==> config.mk <==
export PLATFORM = sky130hd
export DESIGN_NAME = bus_terminal_fifo
export DESIGN_NICKNAME = d
export VERILOG_FILES = /design/src/rtl/bus_terminal_fifo.sv
export SDC_FILE = /design/constraint.sdc
export NUM_CORES = 1
export LEC_CHECK = 0
export ABC_AREA = 1
export BUFFER_PORTS_ARGS = -buffer_cell sky130_fd_sc_hd__buf_4
export CAP_MARGIN = 20
export CORE_UTILIZATION = 54
export DETAILED_ROUTE_END_ITERATION = 12
export MAX_ROUTING_LAYER = met4
export PLACE_DENSITY = 0.88
export SLEW_MARGIN = 30
export SYNTH_ARGS = -nofsm -noshare
export SYNTH_HDL_FRONTEND = slang
export SYNTH_SLANG_ARGS = --single-unit
==> constraint.sdc <==
create_clock -name clock -period 2.22 [get_ports clock]
set_clock_uncertainty 0.15 [all_clocks]
set_input_delay 0.111 -clock clock [delete_from_list [all_inputs] [get_ports clock]]
set_output_delay 0.111 -clock clock [all_outputs]
set_load 0.03 [all_outputs]
==> src/rtl/bus_terminal_fifo.sv <==
// bus_terminal_fifo
// Device-side terminal for one slot of the parallel bus. It has two FIFOs:
// - The TX FIFO holds device packets. It presents the head to the bus on
//   D_pop, with pndng, and the bus drains it with pop.
// - The RX FIFO captures bus pushes. The device drains it with a
//   valid/ready handshake.
// Every output is a register or a decode of registered state.

module bus_terminal_fifo #(
  parameter int pckg_sz = 16,
  parameter int depth   = 8,
  parameter int cnt_w   = 16
) (
  input  logic                         clock,
  input  logic                         reset,
  input  logic                         tx_valid,
  input  logic [pckg_sz-1:0]           tx_data,
  output logic                         tx_ready,
  output logic                         pndng,
  output logic [pckg_sz-1:0]           D_pop,
  input  logic                         pop,
  input  logic                         push,
  input  logic [pckg_sz-1:0]           D_push,
  output logic                         rx_valid,
  output logic [pckg_sz-1:0]           rx_data,
  input  logic                         rx_ready,
  output logic [$clog2(depth+1)-1:0]   tx_count,
  output logic [$clog2(depth+1)-1:0]   rx_count,
  output logic [cnt_w-1:0]             rx_drop_cnt,
  output logic [1:0]                   err_flags
);

  localparam int PTR_W = $clog2(depth);
  localparam int OCC_W = $clog2(depth+1);
  localparam logic [OCC_W-1:0] FULL_CNT = OCC_W'(depth);

  logic [pckg_sz-1:0] tx_mem_r [depth];
  logic [pckg_sz-1:0] rx_mem_r [depth];
  logic [PTR_W-1:0]   tx_wr_ptr_r, tx_rd_ptr_r;
  logic [PTR_W-1:0]   rx_wr_ptr_r, rx_rd_ptr_r;
  logic [OCC_W-1:0]   tx_count_r, rx_count_r;
  logic [cnt_w-1:0]   rx_drop_cnt_r;
  logic [1:0]         err_flags_r;

  logic tx_ready_s, pndng_s, rx_valid_s;
  logic tx_wr_s, tx_rd_s, pop_err_s;
  logic rx_room_s, rx_wr_s, rx_rd_s, rx_drop_s;

  // Handshake strobes, all qualified by registered occupancy
  always_comb begin
    tx_ready_s = (tx_count_r != FULL_CNT);
    pndng_s    = (tx_count_r != {OCC_W{1'b0}});
    rx_valid_s = (rx_count_r != {OCC_W{1'b0}});
    tx_wr_s    = tx_valid && tx_ready_s;
    tx_rd_s    = pop && pndng_s;
    pop_err_s  = pop && !pndng_s;
    rx_rd_s    = rx_valid_s && rx_ready;
    // A full RX FIFO still takes a push when the device reads in the same cycle
    rx_room_s  = (rx_count_r != FULL_CNT) || rx_rd_s;
    rx_wr_s    = push && rx_room_s;
    rx_drop_s  = push && !rx_room_s;
  end

  // Output decode from registered state; heads read as zero when empty
  always_comb begin
    tx_ready    = tx_ready_s;
    pndng       = pndng_s;
    rx_valid    = rx_valid_s;
    tx_count    = tx_count_r;
    rx_count    = rx_count_r;
    rx_drop_cnt = rx_drop_cnt_r;
    err_flags   = err_flags_r;
    if (pndng_s) begin
      D_pop = tx_mem_r[tx_rd_ptr_r];
    end else begin
      D_pop = {pckg_sz{1'b0}};
    end
    if (rx_valid_s) begin
      rx_data = rx_mem_r[rx_rd_ptr_r];
    end else begin
      rx_data = {pckg_sz{1'b0}};
    end
  end

  // Storage arrays; contents need no reset because empty FIFOs mask the heads
  always_ff @(posedge clock) begin
    if (tx_wr_s) tx_mem_r[tx_wr_ptr_r] <= tx_data;
    if (rx_wr_s) rx_mem_r[rx_wr_ptr_r] <= D_push;
  end

  // TX pointers and occupancy; pointers wrap naturally at power-of-two depth
  always_ff @(posedge clock or posedge reset) begin
    if (reset) begin
      tx_wr_ptr_r <= {PTR_W{1'b0}};
      tx_rd_ptr_r <= {PTR_W{1'b0}};
      tx_count_r  <= {OCC_W{1'b0}};
    end else begin
      if (tx_wr_s) tx_wr_ptr_r <= tx_wr_ptr_r + 1'b1;
      if (tx_rd_s) tx_rd_ptr_r <= tx_rd_ptr_r + 1'b1;
      case ({tx_wr_s, tx_rd_s})
        2'b10:   tx_count_r <= tx_count_r + 1'b1;
        2'b01:   tx_count_r <= tx_count_r - 1'b1;
        default: tx_count_r <= tx_count_r;
      endcase
    end
  end

  // RX pointers and occupancy
  always_ff @(posedge clock or posedge reset) begin
    if (reset) begin
      rx_wr_ptr_r <= {PTR_W{1'b0}};
      rx_rd_ptr_r <= {PTR_W{1'b0}};
      rx_count_r  <= {OCC_W{1'b0}};
    end else begin
      if (rx_wr_s) rx_wr_ptr_r <= rx_wr_ptr_r + 1'b1;
      if (rx_rd_s) rx_rd_ptr_r <= rx_rd_ptr_r + 1'b1;
      case ({rx_wr_s, rx_rd_s})
        2'b10:   rx_count_r <= rx_count_r + 1'b1;
        2'b01:   rx_count_r <= rx_count_r - 1'b1;
        default: rx_count_r <= rx_count_r;
      endcase
    end
  end

  // Saturating drop counter and sticky error flags
  always_ff @(posedge clock or posedge reset) begin
    if (reset) begin
      rx_drop_cnt_r <= {cnt_w{1'b0}};
      err_flags_r   <= 2'b00;
    end else begin
      if (rx_drop_s && (rx_drop_cnt_r != {cnt_w{1'b1}})) begin
        rx_drop_cnt_r <= rx_drop_cnt_r + 1'b1;
      end
      if (pop_err_s) err_flags_r[0] <= 1'b1;
      if (rx_drop_s) err_flags_r[1] <= 1'b1;
    end
  end

endmodule

==> qor.csv, run 1 <==
metric;value;unit
vias;9406;
worstRegToRegCells;10;
num_antenna_cells;0;
fp.dieH;153;µm
yosysMostFrequentCell;nor2_1;
dp_cells;1446;
slew_headroom;53.9;%
viasPerCell;5.97;
yosys_warnings;0;
fin_tns_setup;-2.24;ns
hold_viol;0;
dpl.hpwl;16.2;mm
avgRoutedWirePerCell;21.2;µm
hold_path_class;primary input to asynchronous set/reset pin;
setup_viol;28;
synth_edf_count;256;
cts_tree;done;
clk_pin_slew;0.06;ns
worstPathRequired;1.96;ns
track_usage;27.6;%
rsz0062_at_grt;yes;
worstPathArrival;2.16;ns
grt_overflow;0;
cp-end-kind;output pin;
ys.flop_type;edfxtp_1;
start_util;55.6;%
clk_path_buf_depth;3;
whs;0.126;ns
min_period_over_period;109;%
p_leak;0.00593;µW
ys_async_sr_fraction;12.9;%
yosysTopAreaCell;edfxtp_1;
die_area;0.0233;mm²
syn_area;0.0122;mm²
power_density;1460;mW/mm²
crit_type;register to output pin;
drt_iter0_markers;1160;
grt_antenna_before_repair;0;
synth_fp_nets;1133;
ioPinCount;99;
synth_area_leaders;edfxtp_1 63%, nor2_1 9.0%, o21ai_0 8.6%;
grt_start_max_net_pins;67;
area_growth;30.4;%
grt_pass1_wl;48.5;mm
maxCapViolations;0;
reg2reg_from;tx_count[0]$_DFFE_PP0P_;
chipWidth;153;µm
drc;5;
wl;33.4;mm
core_area;0.0220;mm²
r2r_slack;0.09;ns
maxSlewViolCount;0;
grt_pass1_vias;9157;
synth_top_area_share;62.8;%
cts_buffers;29;
worst_pin_slew;0.691;ns
fin_crit;2.42;ns
worstReg2RegEnd;tx_mem_r[7][0]$_DFFE_PP_;
cts.sinks;294;
ant_nets;0;
crit_fanout;10;
htree_levels;1;
gp_congestion;0.818;
utilization;72.5;%
drive_above_1_share;24.3;%
synth-seq-cells;294;
num_rows;54;
ir_worst_vdd;0.955;mV
fmax;412;MHz
pre_cts_ws;-0.0377;ns
first_pass_iters;11;
ys_types;28;
violations;design-rule violations, negative setup slack;
start_kind;register;
clock_latency;0.53;ns
nets;1326;
ys_seq_area_share;70.6;%
fillers;1280;
worst_slack;-0.204;ns
root_buffer;clkbuf_16;
yosys-top-cells-count;292 x nor2_1, 256 x edfxtp_1, 210 x o21ai_0;
final_cells;1575;
syn-instance-count;1084;
status;finished, violations left;
portBuffers;98;
syn_area_per_cell;11.3;µm²
==> worst max-delay path, stage by stage (launching register included) <==
cell and delay, ns:
dfrtp_2 0.43, buf_4 0.18, buf_12 0.15, nor2_1 0.05, nor2_1 0.18, o21ai_2 0.11
o21ai_1 0.11, nor2_1 0.08, nor2_1 0.15, buf_4 0.19
==> through the flow <==
stage | instance area (µm²) | power [µW]
6_report | 16000 | 23200
5_1_grt | 16000 | 24200
4_1_cts | 15400 | 21600
3_5_place_dp | 13700 | 15700
3_3_place_gp | 13700 | 15400
2_1_floorplan | 12300 | 12700
==> cell type report <==
class                           count  area, µm²  area share (%)
Multi-Input combinational cell    703       3610            22.6
Sequential cell                   294       8650            54.2
Tap cell                          280        350            2.19
Timing Repair Buffer              214       2350            14.7
Inverter                           35        139           0.870
Clock buffer                       36        752            4.71
Clock inverter                     13        110           0.690
==> cell families after synthesis <==
kind of cell | after synthesis | synth area share (%)
and+or+nand+nor | 430 | 13.7
adders and majority gates | 11 | 1.19
muxes | 1 | 0.0920
buffers and inverters | 87 | 2.96
DFF | 294 | 70.6
xor gates and xnor gates | 22 | 1.57
AOI/OAI and AO/OA | 239 | 9.90
==> flip-flops by register name, indices dropped and copies added, names as in the netlist <==
name and flops:
tx_count 4, rx_rd_ptr_r 3, tx_rd_ptr_r 3, err_flags 2
rx_wr_ptr_r 3, rx_drop_cnt 16, rx_count 4, tx_wr_ptr_r 3
rx_mem_r 128, tx_mem_r 128
==> repair_timing <==
action                     in CTS  in global routing
pin swaps                      10                 50
gates cloned                    9                 10
setup endpoints to repair      33                 36
resized for setup             111                158
hold buffers                   38                  0
hold endpoints to repair      312                  0
setup buffers                  12                 14
==> layout by cell type, fill, tap and decap left out, types with 2 or more instances in the layout <==
master / n
bufinv_16: 2
dfrtp_1: 28
ha_4: 2
clkbuf_16: 36
buf_8: 2
o21ai_1: 154
nor2_1: 227
or2_2: 3
edfxtp_1: 256
nand2_4: 3
clkbuf_1: 7
ha_1: 8
dlygate4sd3_1: 38
buf_6: 14
clkinv_1: 7
clkinv_4: 2
nor2_2: 38
inv_1: 30
buf_16: 6
nor2_4: 30
nand2_1: 106
buf_12: 25
nand4_1: 2
nand3_1: 14
buf_4: 121
nor3_1: 2
clkinv_2: 3
a21oi_2: 2
inv_2: 3
o21ai_2: 2
dfrtp_2: 10
nand2_2: 5
o21ai_0: 78
xnor2_1: 7
xor2_1: 14
==> worst max path at each step <==
stage | from | endpoint | slack, ns | depth (start not counted)
after global placement | tx_count[2]$_DFFE_PP0P_ | tx_count[2]$_DFFE_PP0P_ | 0.08 | 12
after CTS | tx_rd_ptr_r[0]$_DFFE_PP0P_ | D_pop[15] | -0.09 | 8
after floorplan | rx_count[1]$_DFFE_PP0P_ | rx_mem_r[0][0]$_DFFE_PP_ | -0.15 | 5
after global routing | rx_rd_ptr_r[0]$_DFFE_PP0P_ | rx_data[14] | -0.28 | 10
final | rx_rd_ptr_r[0]$_DFFE_PP0P_ | rx_data[15] | -0.20 | 9
after detailed placement | tx_count[2]$_DFFE_PP0P_ | tx_count[2]$_DFFE_PP0P_ | -0.04 | 12
==> power by group <==
part | leakage [µW] | switching (µW) | internal (µW)
clock network | 0.000421 | 1980 | 2610
logic | 0.00272 | 6810 | 4380
registers | 0.00279 | 510 | 6960
==> layer usage <==
| layer | track usage [%] | routed length, µm | share of wire [%] |
|---|---|---|---|
| met5 | - | 0 | 0 |
| met4 | 10.5 | 1190 | 3.6 |
| met3 | 4.64 | 3250 | 9.7 |
| met2 | 47.3 | 17100 | 51 |
| met1 | 32.8 | 11900 | 36 |
(Power assumes the default switching activity.)
==> run 2, diff against run 1 <==
- CELL_PAD_IN_SITES_DETAIL_PLACEMENT: default -> 0
- CELL_PAD_IN_SITES_GLOBAL_PLACEMENT: default -> 2
- CORE_UTILIZATION: 54 -> 36
- PLACE_DENSITY: 0.88 -> 0.78
==> run 2 against run 1 <==
Effect of this change:
- setup slack gained 0.15 ns
- non-clock buffer count fell by 1
- utilization decreased by 23 points
- sequential power is 1% lower
- worst hold slack got worse by 0.12 ns
- global-route usage down 9.9 points
- die area increased by 49%
- the run ends with negative setup slack left
- largest cell class unchanged
==> qor.csv, run 2 (synthesis gave the netlist of run 1 again) <==
metric;value;unit;change
avgRoutedWirePerCell;17.3;µm;-18%
nets;1330;;+0.30%
min_period_over_period;102;%;-6.9 points
rsz0062_at_grt;yes;;
viasPerCell;4.85;;-19%
setup_viol;9;;-68%
cp_slowest_stage_delay;0.49;ns;+0.06 ns
fin_crit;2.27;ns;-0.153 ns
final_area;0.0165;mm²;+3.3%
violations;negative setup slack;;
worst_slack;-0.0513;ns;+0.153 ns
worstPathArrival;2.01;ns;-0.15 ns
grt_antenna_before_repair;0;;unchanged
maxCapViolations;0;;unchanged
crit_chain;buf_12 > buf_12 > nor2_2 > o21ai_1 > o21ai_1 > nor2_1 > nor2_1 > buf_4;;
wl_met3;1.40;mm;-57%
fmax;440;MHz;+6.7%
final_cells;1753;;+11%
worst_pin_slew;0.652;ns;-0.0386 ns
status;finished, violations left;;
cp-startpoint;tx_rd_ptr_r[1]$_DFFE_PP0P_;;
cts_tree;done;;
first_pass_iters;5;;-6
hold_path_class;primary input to asynchronous set/reset pin;;
ant_nets;0;;unchanged
core_area;0.0334;mm²;+52%
multi_input_area;0.00372;mm²;+3.0%
cp-end-kind;output pin;;
root_buffer;clkbuf_16;;
start_util;36.6;%;-19 points
num_rows;67;;+24%
hold_viol;0;;unchanged
ir_worst_vdd;0.993;mV;+4.0%
maxSlewViolCount;0;;unchanged
cts_buffers;34;;+17%
drive_above_1_share;27.0;%;+2.6 points
fillers;2927;;+130%
p_leak;0.00603;µW;+1.7%
clk_path_buf_depth;3;;unchanged
met1_length;13.6;mm;+14%
grt_pass1_vias;8233;;-10%
cpMaxStageDelayCell;dfrtp_4;;
power;23600;µW;+1.4%
clock_latency;0.52;ns;about the same
fp.dieH;186;µm;+22%
start_kind;register;;
grt_start_max_net_pins;37;;-45%
cts.sinks;294;;unchanged
slew_headroom;56.3;%;+2.4 points
place_area;0.0140;mm²;+2.4%
ff_latch_area;0.00865;mm²;about the same
power_density;1430;mW/mm²;-1.8%
final_cell_mix;256 x edfxtp_1, 218 x nor2_1, 120 x o21ai_1;;
clk_pin_slew;0.06;ns;about the same
portBuffers;98;;unchanged
crit_type;register to output pin;;
top_layer;met4;;
reg2reg_from;tx_count[0]$_DFFE_PP0P_;;
vias;8510;;-9.5%
drt_iter0_markers;479;;-59%
die_area;0.0347;mm²;+49%
htree_levels;2;;+1
ioPinCount;99;;unchanged
dpl.hpwl;16.7;mm;+2.7%
drc;0;;-5
wl_met2;14.8;mm;-14%
whs;0.00250;ns;-0.124 ns
worstPathRequired;1.96;ns;about the same
crit_fanout;7;;-3
chipWidth;186;µm;+22%
grt_overflow;0;;unchanged
track_usage;17.7;%;-9.9 points
num_antenna_cells;0;;unchanged
gp_congestion;0.755;;-7.7%
grt_pass1_wl;46.5;mm;-4.2%
dp_cells;1625;;+12%
layout_commonest_cell;edfxtp_1;;
wl;30.4;mm;-9.2%
area_growth;34.7;%;
==> run 2: cell types whose count changed in the layout (fill, tap and decap cells not counted), moves of 5 or more <==
cell,delta
buf_8,+5
clkbuf_16,+7
nor2_1,-9
nor2_2,+5
o21ai_0,+15
o21ai_1,-34
o21ai_2,+19
==> run 2: cell type report <==
type | instances | share of cell area [%]
repair buffers | 213 | 14.3
multi-input cells | 703 | 22.6
clock inverters | 15 | 1.02
well taps | 448 | 3.40
clock buffers | 45 | 5.41
inverters | 35 | 0.850
flip-flops and latches | 294 | 52.5
==> run 2: worst paths after layout <==
check                                             endpoint  depth (start not counted)  slack, ns
worst max-delay path                             D_pop[10]                          8      -0.05
worst min-delay path            tx_wr_ptr_r[0]$_DFFE_PP0P_                          3      0.002
worst max register to register    tx_mem_r[2][0]$_DFFE_PP_                          9       0.12
worst min register to register    err_flags[1]$_DFFE_PP0P_                          1       0.32
max in group asynchronous          rx_count[0]$_DFFE_PP0P_                          4       1.17
min in group clock                tx_mem_r[2][7]$_DFFE_PP_                          2       0.23
==> run 2: where the power goes <==
group | switching [µW] | leakage (µW) | total [µW] | internal, µW
combinational | 6530 | 0.00273 | 10900 | 4390
sequential | 407 | 0.00279 | 7360 | 6960
clock | 2190 | 0.000510 | 5300 | 3100
==> run 2: worst max-delay path: cells and delay by family, from the launching register on <==
family	cells	cell delay, ns
buffers and inverters	3	0.50
DFF	1	0.49
AOI/OAI and AO/OA	2	0.16
and+or+nand+nor	3	0.34
==> run 2: through the flow <==
step / util [%] / setup TNS [ns] / setup slack, ns
global placement: 41.8 / 0 / 0.0460
CTS: 47.1 / -0.343 / -0.0537
floorplan: - / -9.64 / -0.151
detailed placement: 41.8 / 0 / 0.0444
global route: 49.3 / -3.07 / -0.163
finish: 49.3 / -0.197 / -0.0513
==> run 2: metal layers <==
metal	global-route usage [%]	vias up
met5	-	-
met4	4.61	0
met2	28.6	206
li1	-	4158
met1	23.3	4100
met3	2.69	46
==> run 2: what timing repair did <==
action / in CTS / in global routing
pin swaps: 15 / 61
gates cloned: 5 / 10
setup buffers: 10 / 5
endpoints found under the setup margin: 26 / 36
resized for setup: 93 / 190
endpoints found under the hold margin: 311 / 0
hold buffers: 38 / 0
